### config.mk
export PLATFORM = sky130hd
export DESIGN_NAME = srio_swrite_pack_arb
export DESIGN_NICKNAME = d
export VERILOG_FILES = /design/src/rtl/srio_pkg.sv /design/src/rtl/srio_rr_arb2.sv /design/src/rtl/srio_swrite_pack_arb.sv
export SDC_FILE = /design/constraint.sdc
export NUM_CORES = 1
export LEC_CHECK = 0
export BUFFER_PORTS_ARGS = -buffer_cell sky130_fd_sc_hd__buf_2
export CORE_AREA = 2 2 130 132
export DETAILED_ROUTE_END_ITERATION = 6
export DIE_AREA = 0 0 132 134
export GPL_TIMING_DRIVEN = 0
export PLACE_DENSITY = 0.6
export SYNTH_ARGS = -nofsm -noshare
export SYNTH_HDL_FRONTEND = slang
export SYNTH_SLANG_ARGS = --single-unit
### constraint.sdc
create_clock -name AXIS_ACLK -period 5.2 [get_ports AXIS_ACLK]
set_clock_uncertainty 0.2 [all_clocks]
set_input_delay 0.52 -clock AXIS_ACLK [delete_from_list [all_inputs] [get_ports AXIS_ACLK]]
set_output_delay 0.52 -clock AXIS_ACLK [all_outputs]
set_load 0.01 [all_outputs]
### src/rtl/srio_pkg.sv
// Shared constants for the SRIO SWRITE pack/unpack blocks: FSM encodings,
// command-word bit positions and SWRITE header field widths.
package srio_pkg;

   localparam logic [1:0] ST_IDLE    = 2'd0;
   localparam logic [1:0] ST_ARB     = 2'd1;
   localparam logic [1:0] ST_HDR     = 2'd2;
   localparam logic [1:0] ST_PAYLOAD = 2'd3;

   localparam int CMD_START = 0;
   localparam int CMD_RESET = 1;
   localparam int CMD_EN0   = 2;
   localparam int CMD_EN1   = 3;

   localparam int SW_HDR_W   = 64;
   localparam int SW_ADDR_W  = 32;
   localparam int SW_UPPER_W = SW_HDR_W - SW_ADDR_W;

   function automatic logic [SW_HDR_W-1:0] build_hdr(input logic [SW_UPPER_W-1:0] upper,
                                                     input logic [SW_ADDR_W-1:0]  addr);
      return {upper, addr};
   endfunction

endpackage

### src/rtl/srio_rr_arb2.sv
// Two-requester round-robin arbiter. The last-grant register only moves when
// en_i strobes with a live request, so the caller decides when a grant is taken.
module srio_rr_arb2 (
   input  logic       clk_i,
   input  logic       rst_ni,
   input  logic [1:0] req_i,
   input  logic       en_i,
   output logic       gnt_o,
   output logic       gnt_vld_o
);

   logic last_q, last_d;

   // On contention the requester that did not win last time goes first.
   assign gnt_o     = (&req_i) ? ~last_q : req_i[1];
   assign gnt_vld_o = |req_i;
   assign last_d    = (en_i && gnt_vld_o) ? gnt_o : last_q;

   always_ff @(posedge clk_i or negedge rst_ni) begin
      if (!rst_ni) begin
         last_q <= 1'b1;
      end else begin
         last_q <= last_d;
      end
   end

endmodule

### src/rtl/srio_swrite_pack_arb.sv
// Shares one SRIO SWRITE egress stream between two branch sources: per packet it
// inserts a 64-bit header carrying the branch address, then passes payload through.
module srio_swrite_pack_arb
   import srio_pkg::*;
#(
   parameter logic [31:0] HDR_UPPER = 32'h0000_0000,
   parameter int          CNT_W     = 16
) (
   input  logic             AXIS_ACLK,
   input  logic             AXIS_ARESETN,
   input  logic [63:0]      S0_AXIS_TDATA,
   input  logic             S0_AXIS_TVALID,
   input  logic             S0_AXIS_TLAST,
   output logic             S0_AXIS_TREADY,
   input  logic [63:0]      S1_AXIS_TDATA,
   input  logic             S1_AXIS_TVALID,
   input  logic             S1_AXIS_TLAST,
   output logic             S1_AXIS_TREADY,
   output logic [63:0]      M_AXIS_TDATA,
   output logic             M_AXIS_TVALID,
   output logic             M_AXIS_TLAST,
   input  logic             M_AXIS_TREADY,
   input  logic [31:0]      cmd,
   input  logic [31:0]      addr_0,
   input  logic [31:0]      addr_1,
   output logic [CNT_W-1:0] pkt_cnt_0,
   output logic [CNT_W-1:0] pkt_cnt_1,
   output logic             busy
);

   logic [1:0]       state_q, state_d;
   logic             grant_q, grant_d;
   logic [63:0]      hdr_q, hdr_d;
   logic [CNT_W-1:0] cnt0_q, cnt0_d, cnt1_q, cnt1_d;
   logic [1:0]       req;
   logic             arb_en, arb_gnt, arb_vld;
   logic             m_xfr;
   logic             cmd_unused;

   assign cmd_unused = ^cmd[31:4];

   assign req    = {S1_AXIS_TVALID & cmd[CMD_EN1], S0_AXIS_TVALID & cmd[CMD_EN0]};
   assign arb_en = (state_q == ST_ARB) && !cmd[CMD_RESET];

   srio_rr_arb2 u_arb (
      .clk_i     (AXIS_ACLK),
      .rst_ni    (AXIS_ARESETN),
      .req_i     (req),
      .en_i      (arb_en),
      .gnt_o     (arb_gnt),
      .gnt_vld_o (arb_vld)
   );

   // Output steering: header beat from the register, payload straight from the granted branch.
   always_comb begin
      M_AXIS_TDATA   = '0;
      M_AXIS_TVALID  = 1'b0;
      M_AXIS_TLAST   = 1'b0;
      S0_AXIS_TREADY = 1'b0;
      S1_AXIS_TREADY = 1'b0;
      case (state_q)
         ST_HDR: begin
            M_AXIS_TDATA  = hdr_q;
            M_AXIS_TVALID = 1'b1;
         end
         ST_PAYLOAD: begin
            if (grant_q) begin
               M_AXIS_TDATA   = S1_AXIS_TDATA;
               M_AXIS_TVALID  = S1_AXIS_TVALID;
               M_AXIS_TLAST   = S1_AXIS_TLAST;
               S1_AXIS_TREADY = M_AXIS_TREADY;
            end else begin
               M_AXIS_TDATA   = S0_AXIS_TDATA;
               M_AXIS_TVALID  = S0_AXIS_TVALID;
               M_AXIS_TLAST   = S0_AXIS_TLAST;
               S0_AXIS_TREADY = M_AXIS_TREADY;
            end
         end
         default: ;
      endcase
   end

   assign m_xfr = M_AXIS_TVALID & M_AXIS_TREADY;

   always_comb begin
      state_d = state_q;
      grant_d = grant_q;
      hdr_d   = hdr_q;
      cnt0_d  = cnt0_q;
      cnt1_d  = cnt1_q;
      if (state_q == ST_PAYLOAD && m_xfr && M_AXIS_TLAST) begin
         if (grant_q) cnt1_d = cnt1_q + CNT_W'(1);
         else         cnt0_d = cnt0_q + CNT_W'(1);
      end
      // The reset command overrides every transition; counters are left alone.
      if (cmd[CMD_RESET]) begin
         state_d = ST_IDLE;
      end else begin
         case (state_q)
            ST_IDLE: if (cmd[CMD_START]) state_d = ST_ARB;
            ST_ARB: begin
               if (arb_vld) begin
                  grant_d = arb_gnt;
                  hdr_d   = build_hdr(HDR_UPPER, arb_gnt ? addr_1 : addr_0);
                  state_d = ST_HDR;
               end
            end
            ST_HDR:     if (m_xfr) state_d = ST_PAYLOAD;
            ST_PAYLOAD: if (m_xfr && M_AXIS_TLAST) state_d = ST_ARB;
            default:    state_d = ST_IDLE;
         endcase
      end
   end

   always_ff @(posedge AXIS_ACLK or negedge AXIS_ARESETN) begin
      if (!AXIS_ARESETN) begin
         state_q <= ST_IDLE;
         grant_q <= 1'b0;
         hdr_q   <= '0;
         cnt0_q  <= '0;
         cnt1_q  <= '0;
      end else begin
         state_q <= state_d;
         grant_q <= grant_d;
         hdr_q   <= hdr_d;
         cnt0_q  <= cnt0_d;
         cnt1_q  <= cnt1_d;
      end
   end

   assign pkt_cnt_0 = cnt0_q;
   assign pkt_cnt_1 = cnt1_q;
   assign busy      = (state_q == ST_HDR) || (state_q == ST_PAYLOAD);

endmodule

; ---- Word-level counts from Yosys, hierarchy flattened
; Index checks and enable logic that the tools add are counted.
[word_totals]
elab_cells = 53
output_inout_bits = 101
inputBits = 231
regBits = 68
[op_classes]
n_addsub = 2
mux = 18
bitwise_logic = 6
reduce_logical = 14
n_eq_ne = 7
[ops]
columns = operator, n
row1 = 64-bit case mux with 2 select lines, 1
row2 = 64-bit two-way mux, 1
row3 = 16-bit by 1-bit adder with 16-bit output (second input constant), 2
row4 = 32-bit two-way mux, 1
row5 = 2-bit two-way mux, 5
row6 = 1-bit two-way mux, 8
row7 = 2-bit case mux with 4 select lines, 1
row8 = 3-bit by 2-bit != test with 1-bit output (second input constant), 2
row9 = 3-bit != test (second input constant), 2
row10 = 2-bit AND reduction, 3
row11 = 1-bit logical AND, 5
row12 = 2-bit == test (second input constant), 2
row13 = 4-bit AND reduction, 1
row14 = 1-bit AND, 3
row15 = 1-bit inverter, 3
row16 = 3-bit AND reduction, 1
row17 = 2-bit by 1-bit == test with 1-bit output (second input constant), 1
row18 = 2-bit zero test, 1
row19 = 1-bit case mux with 2 select lines, 1
row20 = 2-bit OR reduction, 1
row21 = 1-bit zero test, 1
row22 = 1-bit logical OR, 1

; ---- Logic depth before layout (Yosys ltp)
; Gate-level depths: netlist of the first run.
[logic_depth]
depth_word = 7
ltp_mapped = 8
depth_no_buf = 6

; ---- By module
; From an unflattened synthesis of the first run, not the netlist that was laid out.
[unflattened]
hier_cells = 453
hier_area_um2 = 4524.3
[by_module_without_submodules]
columns = mod, cells_per_inst, instances, area_each_um2, seq_area_each_um2
row1 = srio_swrite_pack_arb, 448, 1, 4473.0, 1676.6
row2 = srio_rr_arb2, 5, 1, 51.3, 26.3

; ---- Least setup slack after synthesis of the first run
; Ideal clock, no wire load.
[synth_timing]
kind = reg2out
startpoint = register grant_q
endpoint = output port M_AXIS_TDATA[0]
stages_incl_launch_ff = 5
t_arrival_ns = 1.384
t_required_ns = 4.480
path_slack_ns = 3.096
path_buffers = 2
cell_sequence = dfrtp_1 buf_4 clkbuf_1 mux2_2 a22o_1
[synth_between]
elab_chain_len = 2
[synth_lines]
columns = item, line
row1 = "start, declared", srio_swrite_pack_arb.sv:32  ; logic grant_q, grant_d;
row2 = "start signal, assigned", srio_swrite_pack_arb.sv:124  ; grant_q <= grant_d;
row3 = 64-bit two-way mux, srio_swrite_pack_arb.sv:67  ; if (grant_q) begin
row4 = 64-bit case mux with 2 select lines, srio_swrite_pack_arb.sv:61  ; case (state_q)
row5 = "end, declared", srio_swrite_pack_arb.sv:19  ; output logic [63:0] M_AXIS_TDATA,
; Every way passes these cells.

; ---- Worst setup path after layout of the first run
[layout_timing]
startpoint = register state_q[0]
endpoint = output port M_AXIS_TDATA[10]
[layout_between]
elab_chain_len = 2
elab_cells_between_ends = 3
classes_between = eq/ne (2) / mux (1)
[layout_lines]
columns = item, line
row1 = "start, declared", srio_swrite_pack_arb.sv:31  ; logic [1:0] state_q, state_d;
row2 = "start signal, assigned", srio_swrite_pack_arb.sv:123  ; state_q <= state_d;
row3 = 2-bit == test, srio_swrite_pack_arb.sv:61
row4 = 64-bit case mux with 2 select lines (*), srio_swrite_pack_arb.sv:61
; Mark *: on every way between the ends. The rest lies on a longest branch, timed or not.

==> results of run 1 <==
-- layout by cell type, fill, tap and decap left out, types with 12 or more instances in the layout --
master,synthesis,layout
buf_2,11,313
dfrtp_1,67,67
mux2i_1,64,64
nor2b_1,36,36
nor2_1,36,36
mux2_2,35,35
a21oi_1,34,34
a22o_1,32,32
xnor2_1,26,26
clkbuf_1,13,13
nand3_1,13,13
nand4_1,12,12
-- kinds of logic after synthesis --
kind of cell | Yosys count
flip-flops | 68
AO/OA/AOI/OAI | 77
XOR/XNOR | 30
adder cells (fa/ha/maj) | 6
multiplexers | 100
buffers and inverters | 38
AND/OR/NAND/NOR | 128
-- power breakdown --
| part | switching (mW) | internal (mW) | leakage, nW | total (mW) |
|---|---|---|---|---|
| clock | 0.235 | 0.418 | 0.151 | 0.653 |
| combinational | 0.602 | 0.539 | 2.61 | 1.14 |
| sequential | 0.0922 | 0.675 | 0.853 | 0.767 |
| total | 0.929 | 1.63 | 3.61 | 2.56 |
-- routing by layer --
layer  GRT usage [%]  wire length (um)
met1           21.73              6865
met2           32.18              8270
met3           4.082              1168
met4           4.408               159
met5               0                 0
-- cells in the mapped netlist (2+ instances only) --
cell,n
buf_2,11
ha_1,6
a22o_1,32
mux2_2,35
mux2i_1,64
nand4_1,12
nand3_1,13
nor2b_1,36
xor2_1,4
clkbuf_1,13
o22ai_1,2
buf_1,5
nor3_1,2
xnor2_1,26
nand2_1,9
o21ai_0,3
dfrtp_1,67
and4_1,4
nor2_1,36
and3_1,6
nor4_4,2
inv_1,7
a21oi_1,34
and2_1,4
-- worst max-delay path by stage --
stage | start | to | slack, ps | cells past startpoint
2_1_floorplan | grant_q$_DFFE_PN0P_ | M_AXIS_TDATA[0] | 3100 | 4
3_3_place_gp | state_q[0]$_DFFE_PN0P_ | M_AXIS_TDATA[1] | 2340 | 5
3_5_place_dp | state_q[0]$_DFFE_PN0P_ | M_AXIS_TDATA[1] | 2310 | 5
4_1_cts | state_q[0]$_DFFE_PN0P_ | M_AXIS_TDATA[1] | 1990 | 5
5_1_grt | state_q[1]$_DFFE_PN0P_ | M_AXIS_TDATA[7] | 1790 | 5
6_report | state_q[0]$_DFFE_PN0P_ | M_AXIS_TDATA[10] | 2080 | 5
-- registers in the layout, indices dropped and copies added, names as in the netlist --
register,count
hdr_q,32
pkt_cnt_0,16
pkt_cnt_1,16
state_q,2
grant_q,1
u_arb.last_q,1
-- critical path, stage by stage (launching register included) --
cell and delay [ps]:
dfrtp_1 380, ha_1 290, clkbuf_1 480, clkbuf_1 510, a22o_1 260, buf_2 140
-- stage by stage --
stage	utilization (%)	instances	setup slack, ps
floorplan	-	447	3096
global placement	38.72	970	2338
detailed placement	38.74	970	2313
CTS	40.67	985	1986
global route	40.67	985	1788
finish	40.67	985	2081
-- area by class of cell --
class	count	area share [%]
well taps	220	4.155
flip-flops and latches	68	25.70
multi-input cells	341	39.92
plain buffers	31	2.134
clock buffers	9	3.399
clock inverters	6	1.360
inverters	7	0.3966
repair buffers	303	22.93
==> metrics.cfg, run 1 <==
[timing]
worst_pin_slew_ps = 880.7
hold_viol_final = 0
relSlewSlack_pct = 41.29
fmaxAchievable_mhz = 320.6
finalCriticalPeriod_ps = 3119
slew_violations = 0
rsz0062_at_grt = false
whs_ps = 126.1
setup_tns_ps = 0
fin_crit_sh_pct = 59.98
setup_viol = 0

[critical_path]
reg2reg_to = hdr_q[30]$_DFFE_PN0P_
crit_path_max_fanout = 10
worstSetupEndpointType = output port
path_class = flip-flop to output port
r2r-start = state_q[1]$_DFFE_PN0P_
reg2regPathDepth = 7
critPathArrivalTime_ps = 2400
start_kind = flip-flop
rrSetupSlack_ps = 2720
required_ps = 4480

[die]
ios = 332
core_sq_um = 16290
die_w_um = 132
fp.dieH_um = 134
start_util_pct = 27.72
rows = 47
die_area_sq_um = 17690

[routing]
dr.pass1.iters = 4
via_count = 4574
drt-initial-drc-count = 118
antenna_left = 0
wl_per_cell_um = 16.72
finalWirelength_um = 16470
drcViolationCount = 0
via_per_inst = 4.644

[clocking]
cts_setup_buffers = 0
cts_hold_buf = 0
tritoncts = yes
cts_num_sinks = 68
insertion_delay_ps = 320
htree_levels = 3
clk_path_buf_depth = 2
root_buffer = clkbuf_16
numCtsBuffers = 9
clkTransAtPathRegs_ps = 60
cts_resized = 0

[placement]
place_area_sq_um = 6310
place_congestion = 0.7686
numPortBuffers = 303
place_hpwl_um = 13020

[global_routing]
grt_max_degree = 69
grt_first_pass_wirelength_um = 24980
antenna_found_initial = 0
grt_pass1_vias = 4719
grtUsageTotal_pct = 17.92
grt-ovfl-total = 0

[synthesis]
yosys_most_used_dff = dfrtp_1
avgSynthCellArea_sq_um = 10.10
ys_warn_count = 0
yosysTopAreaCell = dfrtp_1
synth_xor_area_share_pct = 5.819
synth_compound_area_share_pct = 11.69
synth_mux_area_share_pct = 23.41
syn_area_sq_um = 4516
yosys.area_share.simple_pct = 15.99
synth_top_area_share_pct = 37.13
synth_cells = 447
synth_nets = 684
post_synth_fa_ha_maj_area_fraction_pct = 1.663
yosys-top-cells-area = dfrtp_1 (37%), mux2i_1 (14%), mux2_2 (8.7%)
ys_types = 38
synth_edf_count = 0
yosysSeqAreaShare_pct = 37.71
ys_async_sr_fraction_pct = 100.0
synth_top_family_by_area = multiplexers
synth_seq_cells = 68

[finish]
fillCellCount = 1678
register_area_sq_um = 1703
nNetsFinal = 998
multi_input_area_sq_um = 2645
synthToLayoutAreaGrowth_pct = 46.72
drive_gt1_share_pct = 48.50
final_cell_area_sq_um = 6625
diodes = 0

[power]
powerDensity_nw_per_um2 = 386.6
finalPower_mw = 2.561
vdd_drop_max_v = 0.0001913
p_leak_nw = 3.614

[run]
drv_cap = 0

[run_status]
outcome = finished, final reports clean

[worst_hold_path]
hp-class = input port to asynchronous set/reset pin

Power figures use the tool's default switching activity.
==> inputs of run 2 (changes only) <==
--- a/config.mk
+++ b/config.mk
@@ -6,9 +6,9 @@
 export NUM_CORES = 1
 export LEC_CHECK = 0
 export BUFFER_PORTS_ARGS = -buffer_cell sky130_fd_sc_hd__buf_2
-export CORE_AREA = 2 2 130 132
+export CORE_AREA = 2 2 129 131
 export DETAILED_ROUTE_END_ITERATION = 6
-export DIE_AREA = 0 0 132 134
+export DIE_AREA = 0 0 131 133
 export GPL_TIMING_DRIVEN = 0
 export PLACE_DENSITY = 0.6
 export SYNTH_ARGS = -nofsm -noshare
==> constraint.sdc (replaced) <==
create_clock -name AXIS_ACLK -period 3.24 [get_ports AXIS_ACLK]
set_clock_uncertainty 0.2 [all_clocks]
set_input_delay 0.324 -clock AXIS_ACLK [delete_from_list [all_inputs] [get_ports AXIS_ACLK]]
set_output_delay 0.324 -clock AXIS_ACLK [all_outputs]
set_load 0.01 [all_outputs]
==> metrics.cfg, run 2 (synthesis results as in run 1) <==
[power]
comb_power_share_pct = 45.8  ; +1.3 points
p_leak_nw = 3.605  ; -0.26%
finalPower_mw = 4.015  ; +57%
vdd_drop_max_v = 0.0002933  ; +53%
p_int_mw = 2.510  ; +54%
power_switching_mw = 1.504  ; +62%
seqPwrFrac_pct = 30.6  ; +0.6 points
swShare_pct = 37.47  ; +1.2 points
p_clk_share_pct = 23.6  ; -1.9 points
powerDensity_nw_per_um2 = 606.1  ; +57%

[routing]
via_count = 4554  ; -0.44%
via_per_inst = 4.600  ; -0.94%
drcViolationCount = 0  ; unchanged
dr.pass1.iters = 4  ; unchanged
wl_per_cell_um = 16.92  ; +1.2%
drt-initial-drc-count = 122  ; +3.4%
finalWirelength_um = 16750  ; +1.7%
antenna_left = 0  ; unchanged

[critical_path]
r2r-start = state_q[1]$_DFFE_PN0P_
start_kind = flip-flop
critical_path_buf_inv_count = 3  ; unchanged
critical_path.top_delay_family = buffers and inverters
path_class = flip-flop to output port
critPathArrivalTime_ps = 2460  ; +60 ps
worstSetupEndpointType = output port
max_stage_delay_ps = 550  ; +40 ps
cp_cell_sequence = ha_1 -> clkbuf_1 -> clkbuf_1 -> a22o_1 -> buf_2
cpMostUsedCell = clkbuf_1
required_ps = 2720  ; -1760 ps
crit_path_max_fanout = 10  ; unchanged
cp_slowest_cell = clkbuf_1
critPathLaunch = state_q[0]$_DFFE_PN0P_

[global_routing]
grtUsageTotal_pct = 18.72  ; +0.80 points
grt-ovfl-total = 0  ; unchanged
grt_max_degree = 69  ; unchanged
use_met3_pct = 3.437  ; -0.64 points
grt_pass1_vias = 4491  ; -4.8%
grtUsageMet1_pct = 23.54  ; +1.8 points
grt_first_pass_wirelength_um = 24450  ; -2.1%
antenna_found_initial = 2  ; +2
use_met2_pct = 32.58  ; +0.41 points
top_usage_layer = met2

[finish]
synthToLayoutAreaGrowth_pct = 46.69  ; about the same
largest_reg_flops = 32  ; unchanged
final_cells = 990  ; +0.51%
final_cell_area_sq_um = 6624  ; about the same
top_register = hdr_q
fillCellCount = 1627  ; -3.0%
mostFrequentLayoutCell = buf_2
drive_gt1_share_pct = 48.44  ; -0.059 points
final_cell_mix = buf_2 (313), dfrtp_1 (67), mux2i_1 (64)
nNetsFinal = 1000  ; +0.20%

[clocking]
root_buffer = clkbuf_16
clk_path_buf_depth = 2  ; unchanged
tritoncts = yes
numCtsBuffers = 9  ; unchanged
htree_levels = 3  ; unchanged
cts_resized = 0  ; unchanged
insertion_delay_ps = 330  ; about the same
cts_num_sinks = 68  ; unchanged
clkTransAtPathRegs_ps = 60  ; about the same

[die]
rows = 47  ; unchanged
die_area_sq_um = 17420  ; -1.5%
start_util_pct = 27.92  ; +0.20 points
die_w_um = 131  ; -0.76%
ios = 332  ; unchanged
fp.dieH_um = 133  ; -0.75%
core_sq_um = 16170  ; -0.72%

[placement]
place_hpwl_um = 13000  ; -0.11%
place_area_sq_um = 6310  ; unchanged
place_congestion = 0.8204  ; +6.7%
numPortBuffers = 303  ; unchanged
dp_cells = 970  ; unchanged

[timing]
setup_tns_ps = 0  ; unchanged
rsz0062_at_grt = false
setup_viol = 0  ; unchanged
worst_pin_slew_ps = 901.3  ; +20.65 ps
fmaxAchievable_mhz = 335.3
slew_violations = 0  ; unchanged
relSlewSlack_pct = 39.91  ; -1.4 points
whs_ps = 92.69  ; -33.44 ps
finalCriticalPeriod_ps = 2982
fin_crit_sh_pct = 92.04
hold_viol_final = 0  ; unchanged

[run]
drv_cap = 0  ; unchanged

[worst_hold_path]
hp-class = input port to flip-flop
hold_start = addr_1[12]

[run_status]
outcome = finished, final reports clean

[run 2: timing repair]
| item | 4_1_cts | 5_1_grt |
|---|---|---|
| endpoints found under the hold margin | 69 | 0 |
| hold buffers | 2 | 0 |
| buffers inserted | 0 | 0 |
[run 2: path summary, 6_finish.rpt]
kind / slack, ps / endpoint / cells after the start
setup / recovery: 260 / M_AXIS_TDATA[0] / 5
hold / removal: 90 / hdr_q[12]$_DFFE_PN0P_ / 3
setup reg to reg: 780 / hdr_q[1]$_DFFE_PN0P_ / 8
hold reg to reg: 270 / pkt_cnt_1[15]$_DFFE_PN0P_ / 1
max in group asynchronous: 1790 / hdr_q[24]$_DFFE_PN0P_ / 2
min in group asynchronous: 460 / pkt_cnt_1[0]$_DFFE_PN0P_ / 2
[run 2: cell type report]
| class | count | area [sq um] | share of cell area, % |
|---|---|---|---|
| tap | 220 | 275.3 | 4.156 |
| buffer | 31 | 141.4 | 2.134 |
| timing repair buffer | 305 | 1539 | 23.23 |
| inverter | 7 | 26.28 | 0.3967 |
| sequential | 68 | 1703 | 25.71 |
| clock buffer | 11 | 252.7 | 3.816 |
| antenna | 2 | 5.005 | 0.07556 |
| clock inverter | 5 | 36.28 | 0.5478 |
| multi-input combinational | 341 | 2645 | 39.93 |
[run 2: metrics by stage]
step                      utilization (%)  worst slack, ps
after floorplan                         -             1234
after global placement              39.00            457.6
after detailed placement            39.02            506.9
after CTS                           40.93            132.6
after global routing                40.96            67.36
final                               40.96            257.8
[run 2: per-layer routing]
metal  wire [um]  part of all wire (%)
met1        7044                    42
met2        8374                    50
met3        1188                   7.1
met4         139                  0.83
met5           0                     0
[run 2: power by group through the flow]
stage               clock, mW  sequential, mW  combinational [mW]
finish                  0.946            1.23                1.84
global route             1.01            1.25                2.04
CTS                     0.970            1.23                1.88
detailed placement          0            1.24                1.87
global placement            0            1.23                1.86
floorplan                   0            1.19                1.23
[run 2: tightest hold or removal path: cells and delay by family]
| kind | cells | cell delay [ps] |
|---|---|---|
| compound gates | 1 | 130 |
| buf+inv | 1 | 70 |
| mux | 1 | 50 |
